==> config.mk <==
export PLATFORM = sky130hd
export DESIGN_NAME = alu_div_sequencer
export DESIGN_NICKNAME = d
export VERILOG_FILES = /design/src/rtl/alu_div_sequencer.sv
export SDC_FILE = /design/constraint.sdc
export NUM_CORES = 1
export LEC_CHECK = 0
export BUFFER_PORTS_ARGS = -buffer_cell sky130_fd_sc_hd__buf_2
export CORE_ASPECT_RATIO = 1.5
export CORE_MARGIN = 2
export CORE_UTILIZATION = 32
export CTS_BUF_LIST = sky130_fd_sc_hd__clkbuf_8
export CTS_CLUSTER_SIZE = 12
export DETAILED_ROUTE_END_ITERATION = 8
export HOLD_SLACK_MARGIN = 0.06
export PLACE_DENSITY = 0.67
export SETUP_SLACK_MARGIN = 0.1
export SLEW_MARGIN = 30
export SYNTH_ARGS = -nofsm -noshare
export SYNTH_HDL_FRONTEND = slang
export SYNTH_SLANG_ARGS = --single-unit
==> constraint.sdc <==
create_clock -name clk -period 1.9 [get_ports clk]
set_clock_uncertainty 0.05 [all_clocks]
set_input_delay 0.38 -clock clk [delete_from_list [all_inputs] [get_ports clk]]
set_output_delay 0.38 -clock clk [all_outputs]
set_load 0.02 [all_outputs]
==> src/rtl/alu_div_sequencer.sv <==
// Multi-cycle unsigned divide/remainder sequencer.
// Drives the shared datapath ALU with repeated compare/subtract steps.

package custom_types;
  typedef enum logic [1:0] {
    ALU_ADD = 2'd0,
    ALU_SUB = 2'd1,
    ALU_LT  = 2'd2,
    ALU_AND = 2'd3
  } alu_operation_t;
endpackage

module alu_div_sequencer
  import custom_types::*;
#(
  parameter int WIDTH = 4
) (
  input  logic             clk,
  input  logic             reset,
  input  logic             start,
  input  logic [WIDTH-1:0] dividend,
  input  logic [WIDTH-1:0] divisor,
  output logic             busy,
  output logic             done,
  output logic [WIDTH-1:0] quotient,
  output logic [WIDTH-1:0] remainder,
  output logic             div_by_zero,
  output logic [WIDTH-1:0] alu_op1,
  output logic [WIDTH-1:0] alu_op2,
  output alu_operation_t   alu_operation,
  input  logic [WIDTH-1:0] alu_result,
  input  logic             alu_zero
);

  typedef enum logic [1:0] {IDLE, CMP, SUB, DONE} state_t;

  state_t           state_q, state_d;
  logic [WIDTH-1:0] rem_q, rem_d;
  logic [WIDTH-1:0] dvs_q, dvs_d;
  logic [WIDTH-1:0] quo_q, quo_d;
  logic             dbz_q, dbz_d;

  // The ALU zero flag is not needed: the LT result already encodes the decision.
  logic unused_alu_zero;
  assign unused_alu_zero = alu_zero;

  // NOTE: state registers use non-blocking assignments so every flop samples
  // the pre-edge values computed by the combinational block.
  always_ff @(posedge clk or posedge reset) begin
    if (reset) begin
      state_q <= IDLE;
      rem_q   <= '0;
      dvs_q   <= '0;
      quo_q   <= '0;
      dbz_q   <= 1'b0;
    end else begin
      state_q <= state_d;
      rem_q   <= rem_d;
      dvs_q   <= dvs_d;
      quo_q   <= quo_d;
      dbz_q   <= dbz_d;
    end
  end

  // NOTE: every signal is given a default first so no path infers a latch.
  always_comb begin
    state_d       = state_q;
    rem_d         = rem_q;
    dvs_d         = dvs_q;
    quo_d         = quo_q;
    dbz_d         = dbz_q;
    alu_op1       = '0;
    alu_op2       = '0;
    alu_operation = ALU_ADD;

    unique case (state_q)
      IDLE: begin
        if (start) begin
          rem_d = dividend;
          dvs_d = divisor;
          quo_d = '0;
          if (divisor == '0) begin
            dbz_d   = 1'b1;
            state_d = DONE;
          end else begin
            dbz_d   = 1'b0;
            state_d = CMP;
          end
        end
      end
      CMP: begin
        alu_op1       = rem_q;
        alu_op2       = dvs_q;
        alu_operation = ALU_LT;
        state_d       = alu_result[0] ? DONE : SUB;
      end
      SUB: begin
        alu_op1       = rem_q;
        alu_op2       = dvs_q;
        alu_operation = ALU_SUB;
        // SUB only follows a failed LT, so this never underflows.
        rem_d         = alu_result;
        quo_d         = quo_q + WIDTH'(1);
        state_d       = CMP;
      end
      DONE: state_d = IDLE;
      default: state_d = IDLE;
    endcase
  end

  assign busy        = (state_q == CMP) || (state_q == SUB);
  assign done        = (state_q == DONE);
  assign quotient    = quo_q;
  assign remainder   = rem_q;
  assign div_by_zero = dbz_q;

endmodule

; ---- After elaboration in Yosys (flattened, before gate mapping)
; Cells that the tools add are included.
[totals]
inputBits = 16
word_cells = 29
output_inout_bits = 21
ff_bits = 15
[op_classes]
n_mux = 12
n_addsub = 1
n_eq_ne = 4
n_reduce_logical = 7
[op_table]
columns = op, n
row1 = $mux W4, 4
row2 = $pmux W4 S2, 2
row3 = $pmux W2 S4, 1
row4 = $add A4 B1 Y4 const B, 1
row5 = $eq A2 B2 Y1 const B, 2
row6 = $logic_not A4 Y1, 1
row7 = $mux W2, 2
row8 = $pmux W2 S2, 1
row9 = $reduce_and A2 Y1, 2
row10 = $eq A2 B1 Y1 const B, 1
row11 = $logic_not A2 Y1, 1
row12 = $mux W1, 2
row13 = $ne A2 B2 Y1 const B, 1
row14 = $reduce_bool A2 Y1, 1
row15 = $reduce_or A2 Y1, 1
row16 = $logic_or A1 B1 Y1, 1

; ---- Longest topological paths before layout
; Gate-level depths: netlist (run 1).
[logic_depth]
ltp_word = 4
mapped_depth = 6

; ---- Worst setup path before layout (run 1)
; OpenSTA, ideal clock, no wires.
[synth_timing]
kind = reg2out
from = reg state_q[0]
to = out alu_op1[0]
path_slack_ns = 0.254
t_required_ns = 1.470
t_arrival_ns = 1.216
stages_incl_launch_ff = 4
cell_sequence = dfrtp_1 inv_1 ha_1 and2_1
[synth_via]
elab_chain_len = 3
elab_cells_between_ends = 4
[synth_rtl]
columns = item, line_no
row1 = start: declaration, 37  ; state_t state_q, state_d;
row2 = start signal: assignment, 57  ; state_q <= state_d;
row3 = $eq A2 B1 Y1 or $eq A2 B2 Y1 (tied branches), 76  ; unique case (state_q)
row4 = $reduce_or A2 Y1 (no line) (*), n/a
row5 = $mux W4 (*), 76
row6 = end: declaration, 28  ; output logic [WIDTH-1:0] alu_op1,
; Every way passes the cells marked *; elsewhere a longest branch is shown, timed or not.

; ---- Worst setup path after layout (run 1)
[layout_timing]
from = reg state_q[0]
to = out alu_operation[0]
[layout_via]
elab_chain_len = 2
elab_cells_between_ends = 3
[layout_rtl]
columns = item, line_no
row1 = $eq A2 B2 Y1 or $eq A2 B1 Y1 (tied branches), 76
row2 = $pmux W2 S2 (*), 76
row3 = end: declaration, 30  ; output alu_operation_t alu_operation,
; Marks and branches as above.

==> key figures, run 1 <==
Global routing
  – Total grt overflow: 0
  – Vias in the first global route: 680
  – First-pass GRT wire length: 3.13 mm
  – GRT Overall Usage: 0.140
  – Largest net degree at the start of global routing: 16
  – Initial antenna violation count: 0

Place
  – Gpl congestion: 0.701
  – Setup WS pre-CTS: 191 ps
  – Final HPWL DP: 1.52 mm
  – Buffers on Ports: 35

Timing
  – Fmax: 0.553 GHz
  – Slew margin rel.: 0.610
  – # setup viols final: 0
  – Unrepaired setup endpoints after global routing: true
  – Crit path time final: 1810 ps
  – Final period utilization: 0.951
  – Tightest Pin Transition: 585 ps
  – TNS Setup: 0 ps
  – Fin. Hold Viols: 0
  – Max Slew Vio Count: 0
  – Crit path setup slack, layout: 92.3 ps
  – Final hold slack: 131 ps

Logic synthesis
  – Sequential fraction of the synthesis area: 0.435
  – Synth cell types: 29
  – Synthesized area per cell: 10.9 um2
  – Area share of the largest cell type after synthesis: 0.435
  – Synth cell count leaders: 15 x dfrtp_1, 8 x and2_1, 7 x ha_1
  – Top-count cell post-synth: dfrtp_1
  – Mapped Area: 863 um2
  – Ys flop type: dfrtp_1
  – #FFs+latches synth: 15
  – Top post-synthesis cells by area: dfrtp_1 43%, ha_1 10%, mux2_2 6.5%, and2_1 5.8%, o221a_2 3.9%
  – Post-synth EDFFs: 0
  – Async SR Flop Fraction: 1.00
  – Mapped Cells: 79
  – Synth warnings: 0
  – Yosys top cell by area: dfrtp_1
  – Synth Net Count: 102

Clock tree
  – Clock transition at path regs: 60 ps
  – CTS Buf Count: 3
  – CTS root buffer: clkbuf_8
  – H-Tree Level Count: 1
  – CTS tree: built
  – Worst skew pair latency: 250 ps
  – TritonCTS Sinks: 15
  – Clock Path Buffers: 2
  – Hold-fix buffer count after cts: 0

Critical path
  – Worst EP required: 1470 ps
  – Startpoint types: flip-flop
  – Maximum fanout along the worst path: 14
  – R2r startpoint: state_q[0]
  – CP Data Arrival Time: 1380 ps
  – Worst Setup End Kind: primary output
  – Launch point of the worst path: state_q[0]
  – Setup Crit Path Kind: reg2out

Drt
  – Via count: 742
  – 1st-iter DRT viols: 19
  – DRT antenna net count: 0
  – Final Routed Wirelength: 2.02 mm
  – Per-cell routed wire length: 12.9 um
  – 1st-pass router iterations: 3
  – DRC viols: 0
  – Vias/cell: 4.76

Floorplanning
  – Die area: 3140 um2
  – CORE AREA: 2620 um2
  – I/O Pins: 37
  – Chip Height: 67.6 um
  – Starting Density: 0.330
  – Die X: 46.4 um
  – Cell Rows: 23

Hold path
  – Worst hold path type: in2async

Run
  – Max Cap Viol: 0

Outcome
  – Status: finished clean

Final layout
  – FF/Latch Area: 375 um2
  – # diodes: 0
  – Share of cells above drive strength 1: 0.504
  – Final Net Count: 143
  – Filler cells: 269
  – Multi-input gate area: 479 um2
  – Area grow syn2layout: 33.9%

Power and ir drop
  – P_leak: 0.572 nW
  – VDD IR max: 0.841 mV
  – Power density cells: 1930 nW/um2
per-stage QoR:
stage               cell area [um2]  total power (W)  instances  utilization
global placement               1080          0.00185        150        0.412
detailed placement             1080          0.00189        150        0.412
floorplan                       863          0.00152         79            -
CTS                            1150          0.00223        155        0.439
finish                         1160          0.00223        156        0.441
global route                   1160          0.00240        156        0.441
logic make-up after synthesis:
family / after synthesis / share of synthesized area
AND/OR/NAND/NOR: 29 / 0.197
AO/OA/AOI/OAI: 16 / 0.151
flip-flops: 15 / 0.435
multiplexers: 7 / 0.0884
adder cells (fa/ha/maj): 7 / 0.101
buffers and inverters: 5 / 0.0275
power by group:
| group | internal [W] | switching, W |
|---|---|---|
| Sequential | 0.000461 | 0.000112 |
| Combinational | 0.000599 | 0.000795 |
| Clock | 0.000145 | 0.000120 |
| Total | 0.00121 | 0.00103 |
critical path: stages (launching register included):
cell	delay, ps
dfrtp_1	420
inv_2	140
ha_2	350
buf_2	220
metal layers:
layer  track usage  wire, um
met5             0         0
met4        0.0750        35
met2         0.227      1030
met1         0.174       861
met3        0.0187        88
repair_timing:
action	CTS	global route
resized for setup	4	1
endpoints found under the setup margin	10	9
buffers inserted	1	1
pin swaps	0	1
state kept, by name (all words and copies together) (netlist names):
| name | cells |
|---|---|
| remainder | 4 |
| state_q | 2 |
| div_by_zero | 1 |
| quotient | 4 |
| dvs_q | 4 |
final timing paths:
| check | end | slack (ps) | cells past startpoint |
|---|---|---|---|
| max | alu_operation[0] | 90 | 3 |
| min | dvs_q[3] | 130 | 2 |
| max reg2reg | remainder[2] | 390 | 4 |
| min reg2reg | dvs_q[1] | 450 | 1 |
| max in group asynchronous | state_q[0] | 1290 | 2 |
| min in group clk | dvs_q[2] | 330 | 2 |
cell usage in the layout, fill, tap and decap left out, types with 2 or more instances in the layout:
cell      Yosys  final
mux2_2        5      5
buf_4         1      3
clkbuf_8      0      3
buf_2         1     35
mux2i_1       2      2
o21ai_0       3      3
or3_1         3      3
inv_2         0      2
a21oi_1       3      3
nand3_1       2      2
nand2b_1      3      3
ha_1          7      5
nand2_1       3      3
nor2_1        4      4
o221a_2       3      3
and2_1        8      8
dfrtp_1      15     15
final cells by class:
cell class	instances	area share
clock buffers	3	0.0357
inverters	3	0.00974
flip-flops and latches	15	0.325
repair buffers	38	0.171
multi-input cells	59	0.415
well taps	37	0.0400
clock inverters	1	0.00433
No activity file was read; power rests on OpenSTA's default activity.
==> run 2: changes to the inputs <==
--- a/config.mk
+++ b/config.mk
@@ -14,6 +14,7 @@
 export DETAILED_ROUTE_END_ITERATION = 8
 export HOLD_SLACK_MARGIN = 0.06
 export PLACE_DENSITY = 0.67
+export RECOVER_POWER = 50
 export SETUP_SLACK_MARGIN = 0.1
 export SLEW_MARGIN = 30
 export SYNTH_ARGS = -nofsm -noshare
==> constraint.sdc (replaced) <==
create_clock -name clk -period 2.2 [get_ports clk]
set_clock_uncertainty 0.05 [all_clocks]
set_input_delay 0.44 -clock clk [delete_from_list [all_inputs] [get_ports clk]]
set_output_delay 0.44 -clock clk [all_outputs]
set_load 0.02 [all_outputs]
==> key figures, run 2 (synthesized netlist as in run 1, its figures left out) <==
Final layout
  – Most common cell after layout, fill and taps aside: buf_2
  – Final Net Count: 140
  – # diodes: 0
  – Area grow syn2layout: 27.2%
  – Design Area, Final: 1100 um2
  – Share of cells above drive strength 1: 0.362
  – Commonest cells after routing, fill and taps aside: 26 x buf_2, 15 x dfrtp_1, 9 x clkbuf_1, 8 x and2_1, 7 x ha_1

Clock tree
  – CTS Buf Count: 3
  – Worst skew pair latency: 250 ps
  – CTS root buffer: clkbuf_8
  – Clock Path Buffers: 2
  – Hold-fix buffer count after cts: 0
  – CTS tree: built
  – Post-CTS Setup Repair Bufs: 0
  – Clock transition at path regs: 60 ps
  – TritonCTS Sinks: 15
  – H-Tree Level Count: 1

Critical path
  – Launch point of the worst path: state_q[0]
  – CP delay by family, top: adder cells
  – Setup slack, reg-to-reg: 410 ps
  – CP Data Arrival Time: 1540 ps
  – R2R depth: 5
  – Maximum fanout along the worst path: 14
  – Buf+Inv Stages, Crit Path: 2
  – CP max stage cell: ha_1
  – Cell chain of the critical path: inv_1 > ha_1 > buf_2
  – Critical R2R Capture: remainder[1]
  – Worst Setup End Kind: primary output
  – Startpoint types: flip-flop
  – Setup Crit Path Kind: reg2out
  – R2r startpoint: state_q[0]
  – Worst EP required: 1710 ps
  – Worst path depth: 3
  – Slowest stage delay, CP: 460 ps
  – CP Capture Point: alu_operation[0]

Hold path
  – Worst hold path type: in2async

Outcome
  – Status: finished clean

Drt
  – 1st-iter DRT viols: 21
  – Met2 WL: 978 um
  – 1st-pass router iterations: 4
  – Per-cell routed wire length: 12.8 um
  – Top Layer Used: met4
  – M1 WL: 857 um
  – DRC viols: 0
  – Vias/cell: 4.73
  – DRT antenna net count: 0
  – Final Routed Wirelength: 1.96 mm
  – Via count: 723
  – Routed wl met3: 98 um

Timing
  – Fin. Hold Viols: 0
  – Fmax: 0.494 GHz
  – Final period utilization: 0.920
  – TNS Setup: 0 ps
  – # setup viols final: 0
  – Crit path time final: 2030 ps
  – Tightest Pin Transition: 589 ps
  – Final hold slack: 195 ps
  – Slew margin rel.: 0.607
  – Unrepaired setup endpoints after global routing: true
  – Max Slew Vio Count: 0
  – Crit path setup slack, layout: 175 ps

Power and ir drop
  – Power density cells: 1650 nW/um2
  – VDD IR max: 0.806 mV
  – P_leak: 0.527 nW

Place
  – Placed cell area: 1070 um2
  – Final HPWL DP: 1.51 mm
  – Buffers on Ports: 35
  – Gpl congestion: 0.740
  – Setup WS pre-CTS: 385 ps

Global routing
  – Vias in the first global route: 696
  – Initial antenna violation count: 0
  – First-pass GRT wire length: 3.05 mm
  – Largest net degree at the start of global routing: 16
  – GRT Overall Usage: 0.133
  – Total grt overflow: 0

Floorplanning
  – Die area: 3140 um2
  – CORE AREA: 2620 um2
  – Starting Density: 0.330
  – Cell Rows: 23
  – I/O Pins: 37
  – Die X: 46.4 um
  – Chip Height: 67.6 um

Run
  – Max Cap Viol: 0
-- run 2: changes by cell type in the layout (fill, tap and decap cells not counted), sizes merged --
cell    before  now
inv          3    4
clkbuf       3   12
clkinv       1    0
buf         38   26
-- run 2: through the flow --
stage / utilization / cells / power [W]
global route: 0.419 / 153 / 0.00194
detailed placement: 0.409 / 149 / 0.00163
finish: 0.419 / 153 / 0.00181
CTS: 0.427 / 153 / 0.00186
floorplan: - / 79 / 0.00131
global placement: 0.409 / 149 / 0.00159
-- run 2: per-layer routing --
layer / track usage / vias up
li1: - / 355
met3: 0.0187 / 4
met2: 0.215 / 23
met1: 0.169 / 341
met5: 0 / -
met4: 0.0643 / 0
-- run 2: worst min path at each step --
stage	startpoint	endpoint	slack (ps)	cells after the start
floorplan	reset	div_by_zero	290	1
global placement	dvs_q[2]	dvs_q[2]	430	1
detailed placement	div_by_zero	div_by_zero	440	1
CTS	reset	quotient[0]	230	2
global route	reset	state_q[1]	270	2
finish	reset	dvs_q[1]	200	2
-- run 2: where the power goes --
part           switching, W  internal [W]  leakage (nW)
logic              0.000655      0.000430         0.318
registers          0.000104      0.000398         0.183
clock network     0.0000997      0.000124        0.0269
-- run 2: final cells by class --
| type | count | area [um2] |
|---|---|---|
| repair buffers | 35 | 164 |
| well taps | 37 | 46.3 |
| inverters | 3 | 11.3 |
| flip-flops and latches | 15 | 375 |
| clock inverters | 1 | 3.75 |
| multi-input cells | 59 | 457 |
| clock buffers | 3 | 41.3 |
| fillers | 266 | 1520 |
-- run 2: timing repair --
item / in CTS / in global routing
resized for setup: 0 / 0
endpoints found under the hold margin: 0 / 0
endpoints found under the setup margin: 0 / 9
==> run 3: changes to the inputs <==
--- a/config.mk
+++ b/config.mk
@@ -6,14 +6,14 @@
 export NUM_CORES = 1
 export LEC_CHECK = 0
 export BUFFER_PORTS_ARGS = -buffer_cell sky130_fd_sc_hd__buf_2
-export CORE_ASPECT_RATIO = 1.5
 export CORE_MARGIN = 2
-export CORE_UTILIZATION = 32
+export CORE_UTILIZATION = 52
 export CTS_BUF_LIST = sky130_fd_sc_hd__clkbuf_8
 export CTS_CLUSTER_SIZE = 12
 export DETAILED_ROUTE_END_ITERATION = 8
 export HOLD_SLACK_MARGIN = 0.06
-export PLACE_DENSITY = 0.67
+export MAX_ROUTING_LAYER = met4
+export PLACE_DENSITY = 0.95
 export RECOVER_POWER = 50
 export SETUP_SLACK_MARGIN = 0.1
 export SLEW_MARGIN = 30
==> key figures, run 3 (synthesized netlist as in run 1, its figures left out) <==
Drt
  – 1st-pass router iterations: 4
  – Via count: 759
  – 1st-iter DRT viols: 9
  – Per-cell routed wire length: 14.3 um
  – DRC viols: 0
  – Vias/cell: 5.75
  – Final Routed Wirelength: 1.89 mm
  – DRT antenna net count: 0

Critical path
  – Setup Crit Path Kind: reg2out
  – Worst EP required: 1710 ps
  – CP Data Arrival Time: 1550 ps
  – Setup slack, reg-to-reg: 380 ps
  – Critical R2R Capture: remainder[0]
  – Maximum fanout along the worst path: 9
  – R2r startpoint: state_q[0]
  – Startpoint types: flip-flop
  – R2R depth: 5
  – Worst Setup End Kind: primary output

Global routing
  – Initial antenna violation count: 0
  – Total grt overflow: 0
  – Largest net degree at the start of global routing: 16
  – Vias in the first global route: 710
  – GRT Overall Usage: 0.218
  – First-pass GRT wire length: 2.98 mm

Clock tree
  – H-Tree Level Count: 1
  – CTS root buffer: clkbuf_8
  – Clock Path Buffers: 2
  – CTS tree: built
  – Worst skew pair latency: 250 ps
  – TritonCTS Sinks: 15
  – CTS Buf Count: 3
  – Clock transition at path regs: 60 ps

Hold path
  – Worst hold path type: in2async

Floorplanning
  – CORE AREA: 1520 um2
  – Chip Height: 44.7 um
  – Cell Rows: 14
  – Die X: 44.7 um
  – I/O Pins: 37
  – Die area: 2000 um2
  – Starting Density: 0.567

Outcome
  – Status: finished clean

Timing
  – TNS Setup: 0 ps
  – Fmax: 0.491 GHz
  – Crit path setup slack, layout: 163 ps
  – Unrepaired setup endpoints after global routing: false
  – Tightest Pin Transition: 578 ps
  – Fin. Hold Viols: 0
  – Max Slew Vio Count: 0
  – Slew margin rel.: 0.615
  – # setup viols final: 0
  – Crit path time final: 2040 ps
  – Final period utilization: 0.926

Power and ir drop
  – Clk pwr share: 0.121
  – Sw frac: 0.474
  – Power density cells: 1690 nW/um2
  – P_leak: 0.531 nW
  – Sequential power share: 0.272
  – Comb power frac: 0.606
  – Sw Pwr: 0.000866 W
  – VDD IR max: 0.897 mV
  – Internal power: 0.000962 W

Final layout
  – Share of cells above drive strength 1: 0.379
  – # diodes: 0
  – Design Area, Final: 1080 um2
  – Area grow syn2layout: 25.4%
  – Final Net Count: 140
  – Commonest cells after routing, fill and taps aside: 26 x buf_2, 15 x dfrtp_1, 9 x clkbuf_1, 8 x and2_1, 6 x ha_1
  – Most common cell after layout, fill and taps aside: buf_2
  – Final Non-Filler Cells: 132
  – Final core occ: 0.710

Place
  – Placed cell area: 1050 um2
  – Gpl congestion: 0.755
  – Setup WS pre-CTS: 411 ps
  – Buffers on Ports: 35
  – Final HPWL DP: 1.40 mm
  – Placed cells: 128

Run
  – Max Cap Viol: 0
## run 3: worst max path at each step
stage               start            to  slack (ps)  cells past startpoint
2_1_floorplan  state_q[0]    alu_op1[0]         490                      3
3_3_place_gp   state_q[0]  remainder[2]         480                      5
3_5_place_dp   state_q[0]  remainder[3]         410                      5
4_1_cts        state_q[0]    alu_op2[3]         160                      4
5_1_grt        state_q[0]    alu_op2[1]          70                      4
6_report       state_q[0]    alu_op2[3]         160                      4
## run 3: final cells by class
class	count	area (um2)
Clock inverter	1	3.75
Fill cell	118	442
Timing Repair Buffer	35	164
Sequential cell	15	375
Inverter	3	11.3
Clock buffer	3	41.3
Tap cell	16	20.0
Multi-Input combinational cell	59	467
## run 3: routing by layer
metal,GRT usage,vias to the layer above,part of all wire
met5,-,-,0
met4,0.158,0,0.039
met3,0.0480,9,0.054
met2,0.325,24,0.47
met1,0.260,367,0.44
li1,-,359,-
## run 3: repair_timing
action,4_1_cts,5_1_grt
gates resized for setup,0,2
hold endpoints to repair,0,0
buffers inserted,0,0
endpoints found under the setup margin,0,9
hold buffers,0,0
## run 3: through the flow
step                power [W]  hold slack [ps]
global placement      0.00158              428
finish                0.00183              188
floorplan             0.00131              291
detailed placement    0.00162              437
global route          0.00195              240
CTS                   0.00185              203
## run 3: worst max-delay path, stage by stage, from the launching register on
cell and delay [ps]:
dfrtp_1 400, inv_1 130, ha_1 420, and2_1 190, buf_2 150
## run 3: power by group through the flow
| stage | Combinational, W | Sequential, W | Clock, W |
|---|---|---|---|
| after floorplan | 0.000753 | 0.000557 | 0 |
| after global placement | 0.00109 | 0.000488 | 0 |
| after detailed placement | 0.00112 | 0.000501 | 0 |
| after CTS | 0.00113 | 0.000495 | 0.000226 |
| after global routing | 0.00120 | 0.000515 | 0.000237 |
| final | 0.00111 | 0.000497 | 0.000222 |
